### config.mk
export PLATFORM = sky130hd
export DESIGN_NAME = pulse_gen_multi
export DESIGN_NICKNAME = d
export VERILOG_FILES = /design/src/rtl/pulse_gen_pkg.sv /design/src/rtl/pulse_gen_multi_ch.sv /design/src/rtl/pulse_gen_multi.sv
export SDC_FILE = /design/constraint.sdc
export NUM_CORES = 1
export LEC_CHECK = 0
export CAP_MARGIN = 20
export CORE_MARGIN = 5
export CORE_UTILIZATION = 30
export CTS_BUF_LIST = sky130_fd_sc_hd__clkbuf_4
export DETAILED_ROUTE_END_ITERATION = 10
export HOLD_SLACK_MARGIN = 0.03
export PLACE_DENSITY_LB_ADDON = 0.15
export SYNTH_ARGS = -nofsm -noshare
export SYNTH_HDL_FRONTEND = slang
export SYNTH_SLANG_ARGS = --single-unit
export TNS_END_PERCENT = 50
### constraint.sdc
create_clock -name clk -period 3.7 [get_ports clk]
set_input_delay 0.74 -clock clk [delete_from_list [all_inputs] [get_ports clk]]
set_output_delay 0.74 -clock clk [all_outputs]
set_load 0.005 [all_outputs]
### src/rtl/pulse_gen_pkg.sv
// ---------------------------------------------------------------------------
// pulse_gen_pkg
// Shared definitions for the multi-channel edge-to-pulse generator.
//   MODE_*        : encoding of the common edge-select input
//   edge_qualify  : decides whether a newly accepted debounced level should
//                   produce an event under the selected mode
// ---------------------------------------------------------------------------
package pulse_gen_pkg;

    localparam logic [1:0] MODE_RISE = 2'b00;
    localparam logic [1:0] MODE_FALL = 2'b01;
    localparam logic [1:0] MODE_BOTH = 2'b10;
    localparam logic [1:0] MODE_OFF  = 2'b11;

    // new_level is the value the debounced level is about to take, so a
    // rising edge is "new level is 1" and a falling edge is "new level is 0".
    function automatic logic edge_qualify(input logic [1:0] mode,
                                          input logic       new_level);
        logic q;
        case (mode)
            MODE_RISE: q = new_level;
            MODE_FALL: q = ~new_level;
            MODE_BOTH: q = 1'b1;
            default:   q = 1'b0;
        endcase
        return q;
    endfunction

endpackage

### src/rtl/pulse_gen_multi_ch.sv
// ---------------------------------------------------------------------------
// pulse_gen_ch
// One channel of the edge-to-pulse generator: synchroniser, debounce filter,
// edge qualification and one-shot arming.
// Ports:
//   clk, rst      : clock, asynchronous active-high reset
//   in_async      : raw asynchronous level input
//   mode          : common edge select (see pulse_gen_pkg)
//   oneshot_en    : one-shot enable for this channel
//   rearm         : synchronous re-arm strobe
//   pulse         : registered single-cycle event
//   level         : debounced stable level
//   armed         : armed flag (only meaningful when oneshot_en is set)
// ---------------------------------------------------------------------------
module pulse_gen_ch
    import pulse_gen_pkg::*;
#(
    parameter int SYNC_STAGES = 2,
    parameter int DB_CYCLES   = 16
) (
    input  logic       clk,
    input  logic       rst,
    input  logic       in_async,
    input  logic [1:0] mode,
    input  logic       oneshot_en,
    input  logic       rearm,
    output logic       pulse,
    output logic       level,
    output logic       armed
);

    localparam int               CNT_W    = $clog2(DB_CYCLES) + 1;
    localparam logic [CNT_W-1:0] CNT_LAST = CNT_W'(DB_CYCLES - 1);

    logic [SYNC_STAGES-1:0] sync_q, sync_d;
    logic [CNT_W-1:0]       cnt_q, cnt_d;
    logic                   level_q, level_d;
    logic                   pulse_q, pulse_d;
    logic                   armed_q, armed_d;
    logic                   s;
    logic                   fire;

    assign s = sync_q[SYNC_STAGES-1];

    // Input enters at bit 0 and shifts towards the last stage.
    always_comb begin
        sync_d = {sync_q[SYNC_STAGES-2:0], in_async};
    end

    // The counter measures how long the synchronised input has disagreed
    // with the accepted level. Any agreement resets it, which is what
    // throws away glitches shorter than DB_CYCLES. The pulse uses the armed
    // value from before this edge, while armed itself is cleared by that
    // same pulse unless rearm is present, so rearm wins on a tie.
    always_comb begin
        cnt_d   = cnt_q;
        level_d = level_q;
        fire    = 1'b0;
        if (s == level_q) begin
            cnt_d = '0;
        end else if (cnt_q == CNT_LAST) begin
            level_d = s;
            cnt_d   = '0;
            fire    = 1'b1;
        end else begin
            cnt_d = cnt_q + CNT_W'(1);
        end
        pulse_d = fire & edge_qualify(mode, s) & (armed_q | ~oneshot_en);
        armed_d = rearm | (armed_q & ~(pulse_d & oneshot_en));
    end

    // State register; armed comes out of reset set so the first event after
    // power-up is always delivered.
    always_ff @(posedge clk or posedge rst) begin
        if (rst) begin
            sync_q  <= '0;
            cnt_q   <= '0;
            level_q <= 1'b0;
            pulse_q <= 1'b0;
            armed_q <= 1'b1;
        end else begin
            sync_q  <= sync_d;
            cnt_q   <= cnt_d;
            level_q <= level_d;
            pulse_q <= pulse_d;
            armed_q <= armed_d;
        end
    end

    assign pulse = pulse_q;
    assign level = level_q;
    assign armed = armed_q;

endmodule

### src/rtl/pulse_gen_multi.sv
// ---------------------------------------------------------------------------
// pulse_gen_multi
// Multi-channel edge-to-pulse generator for buttons and switches. Each
// channel is synchronised, debounced and turned into a single-cycle event on
// the selected edge(s), with optional one-shot behaviour.
// Ports:
//   clk, rst    : clock, asynchronous active-high reset
//   in          : [N_CH] raw asynchronous level inputs
//   mode        : edge select, shared: 00 rise, 01 fall, 10 both, 11 off
//   oneshot_en  : [N_CH] per-channel one-shot enable
//   rearm       : [N_CH] per-channel re-arm strobe
//   pulse       : [N_CH] one-cycle event pulses
//   level       : [N_CH] debounced levels
//   armed       : [N_CH] armed flags
// ---------------------------------------------------------------------------
module pulse_gen_multi
    import pulse_gen_pkg::*;
#(
    parameter int N_CH        = 4,
    parameter int SYNC_STAGES = 2,
    parameter int DB_CYCLES   = 16
) (
    input  logic            clk,
    input  logic            rst,
    input  logic [N_CH-1:0] in,
    input  logic [1:0]      mode,
    input  logic [N_CH-1:0] oneshot_en,
    input  logic [N_CH-1:0] rearm,
    output logic [N_CH-1:0] pulse,
    output logic [N_CH-1:0] level,
    output logic [N_CH-1:0] armed
);

    // Channels are fully independent; only mode is shared between them.
    for (genvar i = 0; i < N_CH; i++) begin : g_ch
        pulse_gen_ch #(
            .SYNC_STAGES(SYNC_STAGES),
            .DB_CYCLES  (DB_CYCLES)
        ) u_ch (
            .clk       (clk),
            .rst       (rst),
            .in_async  (in[i]),
            .mode      (mode),
            .oneshot_en(oneshot_en[i]),
            .rearm     (rearm[i]),
            .pulse     (pulse[i]),
            .level     (level[i]),
            .armed     (armed[i])
        );
    end

endmodule

# == After elaboration in Yosys (flattened, before gate mapping) ==
# Cells that the tools add are included.
# totals
ff_bits,40
wordCells,99
# classes
addsub,4
n_mux,20
reduce_logical,5
bitwise_logic,40
n_eq_ne,10
# op_table
operator,count
two-way mux 5 bit,8
"adder 5 x 1 -> 5 bit, second input constant",4
"equality test 5 x 4 -> 1 bit, second input constant",4
AND 1 bit,16
NOT 1 bit,16
one-hot mux 1 bit (3 select lines),4
two-way mux 1 bit,8
bitwise OR 1 bit,8
AND reduction 2 bit,4
equality test 1 bit,4
"equality test 2 x 1 -> 1 bit, second input constant",1
"equality test 2 bit, second input constant",1
zero test 2 bit,1

# == Longest topological paths before layout ==
# logic_depth
depth_word,9
depth_mapped,4
mapped_depth_nobuf,4

# == Modules after synthesis ==
# From an unflattened synthesis, not the netlist that was laid out.
# unflattened
hier_cells,132
hier_area_um2,1691.6
# modules_own_cells
module,cells_per_inst,area_per_inst_um2,seq_area_each_um2,n_inst
pulse_gen_ch,33,422.9,251.5,4

# == Worst setup path after synthesis ==
# No wires, ideal clock.
# synth_path
kind,input port to flip-flop
start,input port mode[0]
end,register g_ch[2].u_ch.armed_q
setup_time_ps,86
setup_slack_ps,2197
t_required_ps,3614
arrival_ps,1416
path_buffers,0
stages,3
cell_sequence,xor2_2 a31oi_1 o41a_1
# synth_between
elab_chain_len,8
elab_cells_between_ends,10
classes_between,eq/ne (2); mux (1); bitwise (6); reduce/logical (1)
# synth_lines
item,line_no,rtl
"start, declared",pulse_gen_multi.sv:26,"input logic [1:0] mode,"
equality test 2 bit (tied with other cells),pulse_gen_pkg.sv:20,case (mode)
one-hot mux 1 bit (3 select lines) (*),pulse_gen_pkg.sv:20,
AND 1 bit (*) (2 in a row),pulse_gen_multi_ch.sv:68,"pulse_d = fire & edge_qualify(mode, s) & (armed_q | ~oneshot_en);"
AND 1 bit (*),pulse_gen_multi_ch.sv:69,armed_d = rearm | (armed_q & ~(pulse_d & oneshot_en));
NOT 1 bit (*),pulse_gen_multi_ch.sv:69,
AND 1 bit (*),pulse_gen_multi_ch.sv:69,
bitwise OR 1 bit (*),pulse_gen_multi_ch.sv:69,
via g_ch[2].u_ch.armed_d,pulse_gen_multi_ch.sv:39,"logic armed_q, armed_d;"
"end signal, assigned",pulse_gen_multi_ch.sv:86,armed_q <= armed_d;
"end, declared",pulse_gen_multi_ch.sv:39,
# The timed path passes the listed nets; every way through them passes the cells marked *.
# A chain may end at the register's enable or synchronous reset.

# == Worst setup path in the final report ==
# layout_path
start,register g_ch[3].u_ch.armed_q
end,output port armed[3]
# layout_rtl
item,line_no,rtl
"start, declared",pulse_gen_multi_ch.sv:39,
"start signal, assigned",pulse_gen_multi_ch.sv:86,
"end, declared",pulse_gen_multi.sv:31,output logic [N_CH-1:0] armed
# No word-level cell between the ends.

==> metrics list <==
* Outcome: finished, final reports clean
- Avg Inst Size Synth: 11.95 µm²
- Antenna cells: 0
- Buffer depth of the longest clock path: 2
- Initial antenna violation count: 0
* Number of slew-limit violations in the final report: 0
* Filler-free cell count of the finished design: 238
- Vertical extent of the die: 85.20 µm
- Detail-routed net length per standard cell: 13.25 µm
* Worst Hold Path Cells: 0
* Total overflow reported by the global router: 0
- Worst hold path class: register to register
* Via count of the first global-routing pass: 1163
* Total I/O pin count: 28
* Count of endpoints failing hold in the final timing report: 0
- The routed design has 3.153 mm of wire.
* Commonest non-fill, non-tap cells in the layout: dfrtp_1, clkdlybuf4s50_1, xor2_1
- PostCTS Resize Cnt: 0
- Registers take 1006 µm².
- Portion of the post-synthesis area used by sequential elements: 59.29%
- Summing every instance area after synthesis gives 1697 µm².
* Number of cells in the design after placement: 230
- Setup violations remaining at the end of the flow were counted as 0.
- STA classifies the critical path endpoint as an output pin.
* Final min period: 2148 ps
* Internal Pwr Total: 0.5709 mW
* Relative contribution of the clock network to total power: 30.3%
* Fillers: 525
* Clk sinks: 40
* Wire length of the first global-routing pass: 5.471 mm
* Highest fanout seen on the critical path: 3
- For this run, the detailed router's first-pass iteration total came to 4.
* Ratio of routed vias to standard cells: 4.542
- In the global route stage, overall resource usage came out at 9.461%.
* Critical path's top delay family: flip-flops
- Max cap viols: 0
- Post-route DRC violation count: 0
* Detailed-route via count: 1081
- Reported leakage power: 0.9403 nW
- At the end of the flow, the number of nets in the layout was 185.
- Root Buffer Master: clkbuf_4
* Count of state elements after synthesis: 40
* Iteration-0 DRC count of the detailed router: 28
* Cells along the critical path: clkdlybuf4s50_1
- Combinational logic is responsible for 7.8% of the overall power.
- For this design the total switching power over the nets is 0.1774 mW.
- The post-route netlist has 10.24% of its cells at a drive strength greater than 1.
* End of the worst register-to-register path: g_ch[1].u_ch.armed$_DFF_PP1_
- Of the total power, the share spent switching nets is 23.71%.
- For the worst setup path, the data required time is 2960 ps.
* Yosys warnings: 0
- The later pin in the worst-skew pair is clocked with a latency of 340 ps.
- Half-perimeter wire length after detailed placement: 2.286 mm
* Delay of the slowest cell on the worst path: 560 ps
- The placed instances occupy a cell area of 1974 µm².
* Maximum clock rate: 0.4656 GHz
* Cell row count: 27
- Headroom to the max-slew limit came out at 66.81%.
- The clock arrives with 9.985 ps of skew.
- In this run the number of H-tree levels came out at 2.
* R2r setup slk: 2360 ps
- Post-Syn Nets: 162
- For this run, asynchronously set or reset flops after synthesis account for 100.0%.
- After synthesis, the netlist uses 25 different library cells.
- Total Neg Setup Slack: 0 ps
- Compared with the post-synthesis result, the final layout area differs by 19.76%.
* Endpoint arrival time on the critical path: 1410 ps
- On the critical path, the stage with the largest delay is an instance of dfstp_2.
* Startpoint type of the worst setup path: register
- Sorting the synthesized cells by area gives the leading types as dfrtp_1, dfstp_2, xor2_1, buf_4, ha_1.
* Number of buffer and inverter instances along the worst setup path: 1
* Worst R2R Start: g_ch[1].u_ch.cnt_q[0]$_DFF_PP0_
- The floorplan step set the die width to 85.20 µm.
- Clock slew at the register clock pins of the worst setup and hold paths: 120 ps
- For the worst flop-to-flop path, the logic depth is 3.
- Post-CTS repair timing setup buffer count: 0
- The congestion estimate from routability-driven global placement came to 0.7014.
- Summed over all instances, the cell type with the most area after synthesis is dfrtp_1.
* Number of cells produced by synthesis: 142
- Entering global routing, the biggest net connects 41 pins.
- In this run the standard cell core region covers 5507 µm².
- Setup Crit Path Kind: register to output pin
* Count of nets left with antenna violations after detail routing: 0
- Final period utilization: 58.04%
- The synthesized design contains 0 enable-type register cells.
- Number of buffer cells added on primary ports: 27
- Once layout is done, the placed cells without fillers occupy 2032 µm².
- P per Cell Area: 368.3 nW/µm²
- The library cell used most frequently in the layout, excluding fill and tap cells, is dfrtp_1.
- Registers are responsible for 61.9% of the overall power.
* Transition time of the tightest slew-check pin: 497.9 ps
- The path with the worst hold slack has its endpoint at g_ch[3].u_ch.sync_q[1]$_DFF_PP0_.
- TritonCTS built the clock tree.
* RSZ-0062 raised after global routing: no
* Core occupancy in the finished layout: 36.90%
- In the final layout, the multi-input gates occupy 574.3 µm².
* Prevailing post-synth register cell: dfrtp_1
* Area of the die: 7259 µm²
- Once the floorplan was initialized, standard cells occupied 30.81% of the core.
* Peak ir drop on the vdd network: 0.1196 mV
- The top cell type by area accounts for 53.10% of the synthesized area.
- HP Start: g_ch[3].u_ch.sync_q[0]$_DFF_PP0_
- Clock tree synthesis inserted a total of 5 buffers.
- Hold_buf cts: 0
[flip-flops by register name (all words and copies together) (netlist names)]
register and count:
g_ch.u_ch.armed 4, g_ch.u_ch.pulse 4, g_ch.u_ch.level 4, g_ch.u_ch.cnt_q 20, g_ch.u_ch.sync_q 8
[kinds of logic after synthesis]
kind of cell    after synthesis  share of synthesized area, %
simple gates                 46                         14.90
flops                        40                         59.29
compound gates               20                         8.849
buf+inv                      19                         6.859
xor+xnor                     13                         7.154
fa+ha+maj                     4                         2.950
[layout make-up]
type / count / share of cell area (%)
Timing Repair Buffer: 28 / 13.67
Inverter: 7 / 1.293
Tap cell: 72 / 4.433
Clock inverter: 1 / 0.2463
Sequential cell: 40 / 49.51
Multi-Input combinational cell: 83 / 28.26
Clock buffer: 7 / 2.586
[stage by stage]
step / setup WS (ps) / total power [mW] / hold slack [ps]
3_5_place_dp: 1407 / 0.5312 / 334.7
5_1_grt: 1470 / 0.7871 / 373.6
4_1_cts: 1514 / 0.7624 / 363.3
3_3_place_gp: 1418 / 0.5280 / 332.9
2_1_floorplan: 2049 / 0.5004 / 331.2
6_report: 1552 / 0.7483 / 360.9
[synthesized netlist by cell type, types with 4 or more instances]
master,number
buf_4,12
xor2_1,12
nand2_1,6
nor2_1,8
nand2b_1,4
dfrtp_1,36
a31oi_1,6
dfstp_2,4
ha_1,4
and3_1,4
nor3b_1,4
inv_1,7
o21ai_1,6
nand3_1,6
and2_1,6
[power by group through the flow]
stage | clock network, mW | registers (mW) | logic (mW)
2_1_floorplan | 0 | 0.469 | 0.0317
3_3_place_gp | 0 | 0.471 | 0.0573
3_5_place_dp | 0 | 0.472 | 0.0594
4_1_cts | 0.239 | 0.464 | 0.0601
5_1_grt | 0.254 | 0.466 | 0.0672
6_report | 0.227 | 0.463 | 0.0582
[routing by layer]
metal | global-route usage [%] | vias to the layer above | part of all wire [%]
li1 | - | 522 | -
met1 | 11.38 | 535 | 45
met2 | 15.40 | 20 | 49
met3 | 3.592 | 4 | 5.0
met4 | 3.453 | 0 | 1.2
met5 | 0 | - | 0
[how the worst max path moves through the flow]
stage                     cells past startpoint                              end                    startpoint  slack [ps]
final                                         1                         armed[3]  g_ch[3].u_ch.armed$_DFF_PP1_        1550
after global routing                          1                         armed[3]  g_ch[3].u_ch.armed$_DFF_PP1_        1470
after CTS                                     1                         armed[3]  g_ch[3].u_ch.armed$_DFF_PP1_        1510
after detailed placement                      4     g_ch[2].u_ch.armed$_DFF_PP1_                       mode[0]        1410
after global placement                        4     g_ch[2].u_ch.armed$_DFF_PP1_                       mode[0]        1420
after floorplan                               1  g_ch[0].u_ch.cnt_q[0]$_DFF_PP0_                           rst        2050
No activity file was read; power rests on OpenSTA's default activity.
